<file path="src/rtl/lsu_bus_ctrl_pkg.sv">
// Shared definitions for the load/store bus controller: funct3 width codes and FSM states.
package lsu_bus_ctrl_pkg;

  localparam logic [2:0] LSU_B  = 3'b000;
  localparam logic [2:0] LSU_H  = 3'b001;
  localparam logic [2:0] LSU_W  = 3'b010;
  localparam logic [2:0] LSU_BU = 3'b100;
  localparam logic [2:0] LSU_HU = 3'b101;

  typedef enum logic [1:0] {
    StIdle,
    StBus,
    StDone
  } lsu_state_e;

endpackage

</file>
<file path="src/rtl/lsu_bus_ctrl_if.sv">
// Data RAM bus: request/ready handshake with byte-lane enables.
interface lsu_bus_if;
  logic        req;
  logic        we;
  logic [31:0] addr;
  logic [3:0]  be;
  logic [31:0] wdata;
  logic        ready;
  logic [31:0] rdata;

  modport master (output req, we, addr, be, wdata, input ready, rdata);
  modport slave  (input req, we, addr, be, wdata, output ready, rdata);
endinterface

</file>
<file path="src/rtl/lsu_bus_ctrl_align.sv">
// Byte-lane/store-data generation, load extract/extend and legality check for one access.
module lsu_align
  import lsu_bus_ctrl_pkg::*;
(
  input  logic [2:0]  funct3,
  input  logic        we,
  input  logic [1:0]  addr_lo,
  input  logic [31:0] wdata,
  input  logic [31:0] bus_rdata,
  output logic [3:0]  be,
  output logic [31:0] bus_wdata,
  output logic [31:0] load_data,
  output logic        illegal
);

  logic [31:0] shifted;
  logic [15:0] half;

  assign shifted = bus_rdata >> {addr_lo, 3'b000};
  assign half    = addr_lo[1] ? bus_rdata[31:16] : bus_rdata[15:0];

  always_comb begin
    be        = 4'b0000;
    bus_wdata = wdata;
    load_data = bus_rdata;
    illegal   = 1'b0;
    case (funct3)
      LSU_B, LSU_BU: begin
        be        = 4'b0001 << addr_lo;
        bus_wdata = {4{wdata[7:0]}};
        load_data = (funct3 == LSU_B) ? {{24{shifted[7]}}, shifted[7:0]}
                                      : {24'h0, shifted[7:0]};
        illegal   = (funct3 == LSU_BU) && we;
      end
      LSU_H, LSU_HU: begin
        be        = 4'b0011 << {addr_lo[1], 1'b0};
        bus_wdata = {2{wdata[15:0]}};
        load_data = (funct3 == LSU_H) ? {{16{half[15]}}, half} : {16'h0, half};
        illegal   = addr_lo[0] || ((funct3 == LSU_HU) && we);
      end
      LSU_W: begin
        be      = 4'b1111;
        illegal = (addr_lo != 2'b00);
      end
      default: illegal = 1'b1;
    endcase
  end

endmodule

</file>
<file path="src/rtl/lsu_bus_ctrl.sv">
// Load/store bus controller: one RAM access per request, done/err pulse, bounded bus wait.
module lsu_bus_ctrl
  import lsu_bus_ctrl_pkg::*;
#(
  parameter int unsigned TIMEOUT_CYCLES = 16
) (
  input  logic        clk,
  input  logic        reset,
  input  logic        req,
  input  logic        we,
  input  logic [2:0]  funct3,
  input  logic [31:0] addr,
  input  logic [31:0] wdata,
  output logic [31:0] rdata,
  output logic        done,
  output logic        err,
  output logic        busy,
  lsu_bus_if.master   bus
);

  localparam logic [7:0] LastWait = 8'(TIMEOUT_CYCLES - 1);

  lsu_state_e  state_q, state_d;
  logic        we_q, err_q;
  logic [2:0]  funct3_q;
  logic [31:0] addr_q, wdata_q;
  logic [7:0]  cnt_q;

  logic        in_idle, in_bus;
  logic [2:0]  sel_funct3;
  logic        sel_we;
  logic [1:0]  sel_addr_lo;
  logic [31:0] sel_wdata;
  logic [3:0]  be;
  logic [31:0] bus_wdata, load_data;
  logic        illegal;

  assign in_idle = (state_q == StIdle);
  assign in_bus  = (state_q == StBus);

  // Legality is judged on the live request in IDLE; afterwards the latched copy drives the lanes.
  assign sel_funct3  = in_idle ? funct3 : funct3_q;
  assign sel_we      = in_idle ? we : we_q;
  assign sel_addr_lo = in_idle ? addr[1:0] : addr_q[1:0];
  assign sel_wdata   = in_idle ? wdata : wdata_q;

  lsu_align u_align (
    .funct3    (sel_funct3),
    .we        (sel_we),
    .addr_lo   (sel_addr_lo),
    .wdata     (sel_wdata),
    .bus_rdata (bus.rdata),
    .be        (be),
    .bus_wdata (bus_wdata),
    .load_data (load_data),
    .illegal   (illegal)
  );

  always_comb begin
    state_d = state_q;
    case (state_q)
      StIdle: if (req) state_d = illegal ? StDone : StBus;
      StBus:  if (bus.ready || (cnt_q == LastWait)) state_d = StDone;
      StDone: state_d = StIdle;
      default: state_d = StIdle;
    endcase
  end

  always_ff @(posedge clk) begin
    if (reset) begin
      state_q  <= StIdle;
      we_q     <= 1'b0;
      err_q    <= 1'b0;
      funct3_q <= 3'b000;
      addr_q   <= 32'h0;
      wdata_q  <= 32'h0;
      cnt_q    <= 8'h0;
      rdata    <= 32'h0;
    end else begin
      state_q <= state_d;
      case (state_q)
        StIdle: begin
          cnt_q <= 8'h0;
          if (req) begin
            we_q     <= we;
            funct3_q <= funct3;
            addr_q   <= addr;
            wdata_q  <= wdata;
            err_q    <= illegal;
          end
        end
        StBus: begin
          if (bus.ready) begin
            if (!we_q) rdata <= load_data;
          end else if (cnt_q == LastWait) begin
            err_q <= 1'b1;
          end else begin
            cnt_q <= cnt_q + 8'd1;
          end
        end
        default: ;
      endcase
    end
  end

  assign done      = (state_q == StDone);
  assign err       = done && err_q;
  assign busy      = !in_idle;
  assign bus.req   = in_bus;
  assign bus.we    = in_bus && we_q;
  assign bus.addr  = in_bus ? {addr_q[31:2], 2'b00} : 32'h0;
  assign bus.be    = in_bus ? be : 4'b0000;
  assign bus.wdata = in_bus ? bus_wdata : 32'h0;

endmodule

</file>
<file path="src/flat_wrapper.sv">
// flat-port wrapper written by rule: the top's interface ports become plain ports
module lsu_bus_ctrl_flat import lsu_bus_ctrl_pkg::*;
#(
  parameter int unsigned TIMEOUT_CYCLES = 16
)
  (clk, reset, req, we, funct3, addr, wdata, rdata, done, err, busy, bus_req, bus_we, bus_addr, bus_be, bus_wdata, bus_ready, bus_rdata);
  lsu_bus_if bus_i ();
  input  logic clk;
  input  logic reset;
  input  logic req;
  input  logic we;
  input  logic [2:0] funct3;
  input  logic [31:0] addr;
  input  logic [31:0] wdata;
  output logic [31:0] rdata;
  output logic done;
  output logic err;
  output logic busy;
  output wire logic [$bits(bus_i.req)-1:0] bus_req;
  output wire logic [$bits(bus_i.we)-1:0] bus_we;
  output wire logic [$bits(bus_i.addr)-1:0] bus_addr;
  output wire logic [$bits(bus_i.be)-1:0] bus_be;
  output wire logic [$bits(bus_i.wdata)-1:0] bus_wdata;
  input wire logic [$bits(bus_i.ready)-1:0] bus_ready;
  input wire logic [$bits(bus_i.rdata)-1:0] bus_rdata;
  assign bus_req = bus_i.req;
  assign bus_we = bus_i.we;
  assign bus_addr = bus_i.addr;
  assign bus_be = bus_i.be;
  assign bus_wdata = bus_i.wdata;
  assign bus_i.ready = bus_ready;
  assign bus_i.rdata = bus_rdata;
  lsu_bus_ctrl #(.TIMEOUT_CYCLES(TIMEOUT_CYCLES)) u_core (.clk(clk), .reset(reset), .req(req), .we(we), .funct3(funct3), .addr(addr), .wdata(wdata), .rdata(rdata), .done(done), .err(err), .busy(busy), .bus(bus_i));
endmodule
</file>
<file path="config.mk">
export PLATFORM = sky130hd
export DESIGN_NAME = lsu_bus_ctrl_flat
export DESIGN_NICKNAME = d
export VERILOG_FILES = /design/src/rtl/lsu_bus_ctrl_pkg.sv /design/src/rtl/lsu_bus_ctrl_if.sv /design/src/rtl/lsu_bus_ctrl_align.sv /design/src/rtl/lsu_bus_ctrl.sv /design/src/flat_wrapper.sv
export SDC_FILE = /design/constraint.sdc
export NUM_CORES = 1
export LEC_CHECK = 0
export CAP_MARGIN = 20
export CELL_PAD_IN_SITES_DETAIL_PLACEMENT = 0
export CELL_PAD_IN_SITES_GLOBAL_PLACEMENT = 1
export CORE_ASPECT_RATIO = 1.25
export CORE_UTILIZATION = 29
export CTS_CLUSTER_DIAMETER = 80
export CTS_CLUSTER_SIZE = 40
export DETAILED_ROUTE_END_ITERATION = 7
export HOLD_SLACK_MARGIN = 0.06
export PLACE_DENSITY_LB_ADDON = 0.1
export SLEW_MARGIN = 5
export SYNTH_ARGS = -nofsm -noshare
export SYNTH_HDL_FRONTEND = slang
export SYNTH_HIERARCHICAL = 1
export SYNTH_SLANG_ARGS = --single-unit
</file>
<file path="constraint.sdc">
create_clock -name clk -period 2.6 [get_ports clk]
set_clock_uncertainty 0.1 [all_clocks]
set_input_delay 0.52 -clock clk [delete_from_list [all_inputs] [get_ports clk]]
set_output_delay 0.52 -clock clk [all_outputs]
set_load 0.01 [all_outputs]
</file>
## Yosys cells after proc, flatten, opt, wreduce, memory -nomap -nowiden

Cells that the tools add are included.

| operators by class | value |
|---|---|
| add/subtract/negate cells | 1 |
| multiply operators | 0 |
| div/mod/pow operators | 0 |
| $lt $le $gt $ge | 0 |
| equality and inequality tests | 12 |
| shift-type cells | 3 |
| muxes and demuxes | 25 |
| bitwise gates (word level) | 1 |
| reduce and logical (&&, ||, !) cells | 18 |

Operators by type and width:

| cell | count |
|---|---|
| 2-to-1 mux 32 bit | 5 |
| one-hot mux 32 bit (2 select lines) | 2 |
| >> shifter 32 x 5 -> 8 bit | 1 |
| 2-to-1 mux 16 bit | 1 |
| 2-to-1 mux 8 bit | 2 |
| one-hot mux 8 bit (2 select lines) | 1 |
| one-hot mux 4 bit (3 select lines) | 1 |
| != test 2 bit (second input constant) | 5 |
| adder 8 x 1 -> 8 bit (second input constant) | 1 |
| equality test 8 x 4 -> 1 bit (second input constant) | 1 |
| 2-to-1 mux 2 bit | 4 |
| equality test 3 bit (second input constant) | 2 |
| AND reduction 3 bit | 2 |
| logical AND 1 bit | 4 |
| 2-to-1 mux 1 bit | 4 |
| 2-to-1 mux 4 bit | 1 |
| one-hot mux 2 bit (2 select lines) | 1 |
| AND reduction 2 bit | 2 |
| AND reduction 4 bit | 1 |
| nonzero test 2 bit | 2 |
| OR reduction 2 bit | 2 |
| << shifter 1 x 2 -> 4 bit (first input constant) | 1 |
| << shifter 2 x 2 -> 4 bit (first input constant) | 1 |
| equality test 3 x 1 -> 1 bit (second input constant) | 1 |
| other kinds (11) | 12 |

| word-level totals | value |
|---|---|
| flip-flop bits (word level) | 111 |
| bits in latches | 0 |
| bits in writable memories | 0 |
| bits in read-only memories | 0 |
| bits of input ports | 104 |
| output and inout bits | 105 |
| logic and storage cells | 68 |
| memories kept | 0 |

## Depth between registers and ports, before layout

Gate-level depths: netlist (run 1).

| logic depth | value |
|---|---|
| depth after elaboration | 9 |
| gate-level depth with buffers | 11 |
| gate-level depth less buffers | 7 |

## Cells and area by module

Netlist (run 1), hierarchy kept.

Modules (own cells, without submodules):

| module | times used | cells an instance | area an instance (µm²) | seq. area each (µm²) |
|---|---|---|---|---|
| lsu_bus_ctrl | 1 | 630 | 4,963.5 | 2,222.1 |
| lsu_align | 1 | 175 | 1,178.6 | 0.0 |

## Worst setup path after synthesis (run 1)

No wires, ideal clock.

| timing | value |
|---|---|
| path type | reg2out |
| start point | register u_core.state_q[0] |
| end point | output bus_wdata[10] |
| arrival | 2.136 ns |
| required time | 1.980 ns |
| path slack | -0.156 ns |
| cell stages (with the launch flop) | 9 |
| buffers on the path | 3 |
| cells stage by stage | dfxtp_1 buf_2 nor2_2 buf_2 mux2_2 buf_2 nor2_2 mux2_2 and2_1 |

| on the way | value |
|---|---|
| cells in the longest elaborated chain, start to end | 6 |
| elaborated cells on any way between the ends | 12 |
| classes of those cells | eq/ne: 4; mux: 4; reduce/logical: 4 |

Ends and longest elaborated chain:

| item | RTL line | source |
|---|---|---|
| start, declared | lsu_bus_ctrl.sv:23 | `lsu_state_e state_q, state_d;` |
| start signal, assigned | lsu_bus_ctrl.sv:71 | `state_q <= StIdle;` |
| start signal, assigned | lsu_bus_ctrl.sv:80 | `state_q <= state_d;` |
| zero test 2 bit (*) | lsu_bus_ctrl.sv:38 | `assign in_idle = (state_q == StIdle);` |
| 2-to-1 mux 3 bit (*) | lsu_bus_ctrl.sv:42 | `assign sel_funct3 = in_idle ? funct3 : funct3_q;` |
| named net u_core.sel_funct3[0] | lsu_bus_ctrl.sv:30 | `logic [2:0] sel_funct3;` |
| equality test 3 x 1 -> 1 bit, or another cell as far along | lsu_bus_ctrl_align.sv:27 | `case (funct3)` |
| OR reduction 2 bit | lsu_bus_ctrl_align.sv:27 |  |
| one-hot mux 32 bit (2 select lines) (*) | lsu_bus_ctrl_align.sv:27 |  |
| named net u_core.bus_wdata[10] | lsu_bus_ctrl.sv:35 | `logic [31:0] bus_wdata, load_data;` |
| 2-to-1 mux 32 bit (*) | lsu_bus_ctrl.sv:113 | `assign bus.wdata = in_bus ? bus_wdata : 32'h0;` |
| end, declared | flat_wrapper.sv:23 | `output wire logic [$bits(bus_i.wdata)-1:0] bus_wdata;` |

The timed path passes the listed nets; every way through them passes the cells marked *.

## Worst setup path after layout (run 1)

| timing | value |
|---|---|
| start point | register u_core.state_q[0] |
| end point | output bus_wdata[15] |

The elaborated chain is that of the path after synthesis.

==> impl_metrics.ini, run 1 <==
[run_status]
outcome = finished, violations left
failed_checks = negative setup slack

[yosys]
ys_top_cells_by_count = nand2_1 (227), dfxtp_1 (111), a21oi_1 (107), and2_1 (70), mux2_2 (55)
avgSynthCellArea_um2 = 7.63
synth_xor_area_frac = 0
synthSimpleGateAreaFrac = 0.276
ys_top_cells_by_area = dfxtp_1 (36%), nand2_1 (14%), mux2_2 (10%)
synth-main-ff-cell = dfxtp_1
syn_area_um2 = 6140
synth_top_area_frac = 0.362
yosys.area_share.adder = 0.00204
synthMuxAreaShare = 0.120
synth-seq-cells = 111
synth_cell_types = 51
synth_top_family_by_area = simple AND/OR/NAND/NOR gates
ys_async_sr_fraction = 0
synth_compound_area_frac = 0.171
yosys.area.top_type = dfxtp_1
synth_warnings = 6
synthCells = 805
synth_most_common_cell = nand2_1
synth_edf_count = 0
seq_area_frac_synth = 0.362

[power_and_ir_drop]
p_switching_mw = 1.90
sw_frac_of_total = 0.325
p_leak_nw = 4.05
powerDensity_nw_per_um2 = 607
power.share.clock = 0.252
seqPwrFrac = 0.325
peakVddDrop_mv = 0.342
power_mw = 5.83
p_int_mw = 3.94
pwr-share-comb = 0.423

[die]
die_w_um = 132
io_pins = 209
start_util = 0.295
coreArea_um2 = 20800
fp.dieArea_um2 = 21800
rows = 59
die_y_um = 165

[placed_design]
gp_congestion = 0.754
port_buffers = 206
dp_hpwl_um = 14400
place_ws_ns = -0.641

[clocking]
insertion_delay_ns = 0.35
htreeDepth = 3
clock-sinks = 111
cts_buffers = 9
holdBufCountCts = 0
clkTransAtPathRegs_ns = 0.07
cts_tree = yes
clock_path_buffers = 2
clockRootBuffer = clkbuf_16

[setup_path]
start_kind = flop
cp_max_fo = 4
crit_type = flop to output pin
crit_required_ns = 1.98
arrival_ns = 2.29
setup.worst_path.end_class = output pin

[sta]
fin_crit_ns = 2.91
drv_slew = 0
fin_crit_sh = 1.12
fin_ws_ns = -0.306
rsz0062_at_grt = true
fmax_mhz = 344
finalSetupViolations = 28
hold_violations = 0
setup-tns-final_ns = -5.32

[run]
drv_cap = 0

[global_routing]
antenna_found_initial = 0
grt-ovfl-total = 0
grtUsageTotal = 0.191
grt_first_pass_wirelength_um = 32600
grt_max_degree = 56
grt_pass1_vias = 6048

[route]
drc = 0
first_iter_violations = 271
via_per_inst = 4.79
wirelength_um = 21200
drt_first_pass_iters = 4
final_antenna_net_count = 0
vias = 6241
wire_per_inst_um = 16.3

[final_layout]
drive_gt1_frac = 0.226
utilization = 0.462
diodes = 0
fin_nets = 1128
syn_to_final_growth_pct = 56.5

[min_path]
hold_path_class = flop to flop
through the flow:
| step | hold WS (ns) | instance area, um^2 | std cells |
|---|---|---|---|
| 2_1_floorplan | 0.329 | 6160 | 806 |
| 3_3_place_gp | 0.338 | 8610 | 1251 |
| 3_5_place_dp | 0.344 | 8610 | 1251 |
| 4_1_cts | 0.354 | 9160 | 1290 |
| 5_1_grt | 0.369 | 9620 | 1302 |
| 6_report | 0.351 | 9620 | 1302 |
worst max-delay path, stage by stage, from the launching register on:
cell,delay [ns]
dfxtp_2,0.34
nor2_4,0.16
buf_6,0.11
mux2_4,0.34
nor2_4,0.19
buf_4,0.14
buf_6,0.08
mux2_2,0.31
and2_1,0.13
buf_2,0.13
registers in the layout, summed over array words and instances, names as in the netlist:
register         count
u_core/addr_q       32
u_core/cnt_q         8
u_core/err_q         1
u_core/funct3_q      3
u_core/rdata        32
u_core/state_q       2
u_core/wdata_q      32
u_core/we_q          1
final timing paths:
check	start	end	slack (ns)	cells after the start
setup reg to reg	u_core/state_q[0]	u_core/rdata[15]	0.03	11
setup / recovery	u_core/state_q[0]	bus_wdata[15]	-0.31	9
hold / removal	u_core/addr_q[30]	u_core/addr_q[30]	0.35	2
hold reg to reg	u_core/addr_q[30]	u_core/addr_q[30]	0.35	2
power by group through the flow:
stage / Sequential (mW) / Clock [mW] / Combinational (mW)
global route: 1.91 / 1.60 / 2.67
global placement: 1.93 / 0 / 1.94
detailed placement: 1.93 / 0 / 1.92
floorplan: 1.92 / 0 / 1.17
CTS: 1.89 / 1.54 / 2.15
finish: 1.89 / 1.47 / 2.47
metal layers:
| metal | part of all wire | vias up | routed length (um) | track usage |
|---|---|---|---|---|
| li1 | - | 3124 | - | - |
| met1 | 0.44 | 2944 | 9310 | 0.231 |
| met2 | 0.49 | 153 | 10400 | 0.333 |
| met3 | 0.051 | 20 | 1090 | 0.0374 |
| met4 | 0.019 | 0 | 393 | 0.0747 |
| met5 | 0 | - | 0 | 0 |
placed cells by master, fill, tap and decap left out, types with 3 or more instances in the layout:
cell type	n
a21oi_1	106
a22o_1	4
a22oi_1	6
and2_1	52
and2_4	18
buf_12	14
buf_2	9
buf_4	33
buf_6	35
buf_8	4
clkbuf_16	12
clkbuf_2	8
clkdlybuf4s15_2	3
clkdlybuf4s50_1	134
dfxtp_1	109
dlygate4sd2_1	31
dlymetal6s2s_1	4
inv_1	14
mux2_2	16
mux2_4	40
mux2i_1	8
nand2_1	219
nand2_2	6
nand3b_1	4
nand4b_1	7
nor2_1	7
nor2_4	4
nor2b_1	18
nor3_1	6
o211ai_1	6
o21a_1	3
o21ai_0	3
o21ai_1	22
o221ai_1	3
o221ai_2	4
o22ai_1	4
final cells by class:
type	count	area (um^2)
inverter	16	62.6
timing repair buffer	280	2880
tap	274	343
clock buffer	10	229
fill	2159	11200
multi-input combinational	605	3800
clock inverter	6	75.1
sequential	111	2220
cell families (layout without fill, tap and decap cells):
family,after synthesis,count (layout)
AO/OA/AOI/OAI,178,178
adder cells (fa/ha/maj),1,1
buffers and inverters,90,312
flip-flops,111,111
multiplexers,65,65
other,1,2
AND/OR/NAND/NOR,359,359
what timing repair did:
item / 4_1_cts / 5_1_grt
resized for setup: 182 / 138
pin swaps: 4 / 8
endpoints found under the hold margin: 0 / 0
gates cloned: 1 / 3
buffers inserted: 22 / 10
endpoints found under the setup margin: 68 / 64
Power figures use the tool's default switching activity.
==> inputs of run 2 (changes only) <==
--- a/config.mk
+++ b/config.mk
@@ -9,7 +9,7 @@
 export CELL_PAD_IN_SITES_DETAIL_PLACEMENT = 0
 export CELL_PAD_IN_SITES_GLOBAL_PLACEMENT = 1
 export CORE_ASPECT_RATIO = 1.25
-export CORE_UTILIZATION = 29
+export CORE_UTILIZATION = 33
 export CTS_CLUSTER_DIAMETER = 80
 export CTS_CLUSTER_SIZE = 40
 export DETAILED_ROUTE_END_ITERATION = 7
==> constraint.sdc (replaced) <==
create_clock -name clk -period 3.2 [get_ports clk]
set_clock_uncertainty 0.1 [all_clocks]
set_input_delay 0.64 -clock clk [delete_from_list [all_inputs] [get_ports clk]]
set_output_delay 0.64 -clock clk [all_outputs]
set_load 0.01 [all_outputs]
==> impl_metrics.ini, run 2 (synthesis gave the netlist of run 1 again) <==
[die]
die_w_um = 124
start_util = 0.338
io_pins = 209
coreArea_um2 = 18200
rows = 55
fp.dieArea_um2 = 19200
die_y_um = 155

[power_and_ir_drop]
powerDensity_nw_per_um2 = 475
peakVddDrop_mv = 0.311
p_leak_nw = 3.40

[final_layout]
finalNonFillerCells = 1217
fillers = 1905
utilization = 0.483
fin_nets = 1089
diodes = 0
final_cell_mix = nand2_1 (225), clkdlybuf4s50_1 (177), dfxtp_1 (110), a21oi_1 (107), and2_1 (69)
final_area_um2 = 8780
drive_gt1_frac = 0.128
final_common_cell = nand2_1
reg_top3 = u_core/addr_q x32, u_core/rdata x32, u_core/wdata_q x32
syn_to_final_growth_pct = 43.0

[placed_design]
gp_congestion = 0.813
port_buffers = 206
place_ws_ns = -0.273
dp_hpwl_um = 13300
dpl.cell_count = 1194
placed_area_um2 = 8400

[clocking]
cts_buffers = 9
htreeDepth = 3
insertion_delay_ns = 0.35
clock_path_buffers = 2
cts_tree = yes
clockRootBuffer = clkbuf_16
clkTransAtPathRegs_ns = 0.08
clock-sinks = 111

[setup_path]
crit_type = input pin to output pin
r2r_setup_slack_ns = 0.64
crit_required_ns = 2.46
worstReg2RegStart = u_core/state_q[0]
regToRegEndpoint = u_core/rdata[25]
setup.worst_path.end_class = output pin
start_kind = input pin
cp_max_fo = 10
arrival_ns = 2.40
reg2reg_depth = 9

[sta]
fin_ws_ns = 0.0561
fmax_mhz = 318
rsz0062_at_grt = false
drv_slew = 0
finalSetupViolations = 0
fin_crit_ns = 3.14
fin_crit_sh = 0.982
hold_ws_ns = 0.351
hold_violations = 0

[min_path]
min_to = u_core/addr_q[27]
hp-start = u_core/addr_q[27]
hold_path_class = flop to flop
hold_path_depth = 2

[run_status]
outcome = finished, final reports clean

[route]
via_per_inst = 4.91
drc = 0
first_iter_violations = 341
wire_per_inst_um = 15.7
final_antenna_net_count = 0
vias = 5979
wirelength_um = 19200
drt_first_pass_iters = 5

[global_routing]
grt_pass1_vias = 5678
antenna_found_initial = 0
grt_max_degree = 49
grt-ovfl-total = 0
grtUsageTotal = 0.201
grt_first_pass_wirelength_um = 30200

[run]
drv_cap = 0
-- run 2: worst max-delay path: stages --
cell	delay, ns
clkdlybuf4s50_1	0.43
mux2_4	0.31
buf_4	0.18
o21ai_1	0.15
and2_1	0.15
clkdlybuf4s50_1	0.53
-- run 2: worst max path at each step --
stage                       from       endpoint  slack [ns]
4_1_cts        u_core/state_q[1]      bus_be[2]       0.008
3_5_place_dp           funct3[0]   bus_wdata[9]       -0.27
3_3_place_gp           funct3[0]  bus_wdata[14]       -0.24
2_1_floorplan  u_core/state_q[0]  bus_wdata[10]        0.32
5_1_grt        u_core/state_q[0]      bus_be[2]       0.004
6_report               funct3[1]      bus_be[2]        0.06
-- run 2: stage by stage --
step / setup TNS [ns] / total power [mW]
final: 0 / 4.17
after detailed placement: -5.21 / 3.06
after global placement: -4.63 / 3.06
after CTS: 0 / 4.24
after floorplan: 0 / 2.50
after global routing: 0 / 4.43
-- run 2: cell type report --
class,instances,area [um^2],share of cell area
well taps,228,285,0.0325
repair buffers,241,2370,0.270
clock inverters,6,52.6,0.00598
multi-input cells,605,3560,0.405
clock buffers,10,229,0.0261
flip-flops and latches,111,2220,0.253
inverters,16,60.1,0.00684
-- run 2: timing repair --
item / in CTS / in global routing
hold buffers: 0 / 0
resized for setup: 37 / 6
setup buffers: 6 / 0
setup endpoints to repair: 28 / 5
gates cloned: 1 / 0
pin swaps: 1 / 2
-- run 2: routing by layer --
layer  share of wire  track usage  up-vias
li1                -            -     3039
met1            0.45        0.260     2771
met2            0.49        0.337      158
met3           0.058       0.0424       11
met4          0.0090       0.0482        0
met5               0            0        -
-- run 2: power by group --
part	total [mW]	switching, mW	internal, mW
logic	1.54	0.769	0.770
clock network	1.09	0.551	0.544
registers	1.54	0.0516	1.49
total	4.17	1.37	2.80
==> inputs of run 3 (changes only) <==
--- a/config.mk
+++ b/config.mk
@@ -13,7 +13,7 @@
 export CTS_CLUSTER_DIAMETER = 80
 export CTS_CLUSTER_SIZE = 40
 export DETAILED_ROUTE_END_ITERATION = 7
-export HOLD_SLACK_MARGIN = 0.06
+export GPL_ROUTABILITY_DRIVEN = 0
 export PLACE_DENSITY_LB_ADDON = 0.1
 export SLEW_MARGIN = 5
 export SYNTH_ARGS = -nofsm -noshare
==> results of run 3 <==
The final DEF is identical to that of run 2; final timing and power are the same.
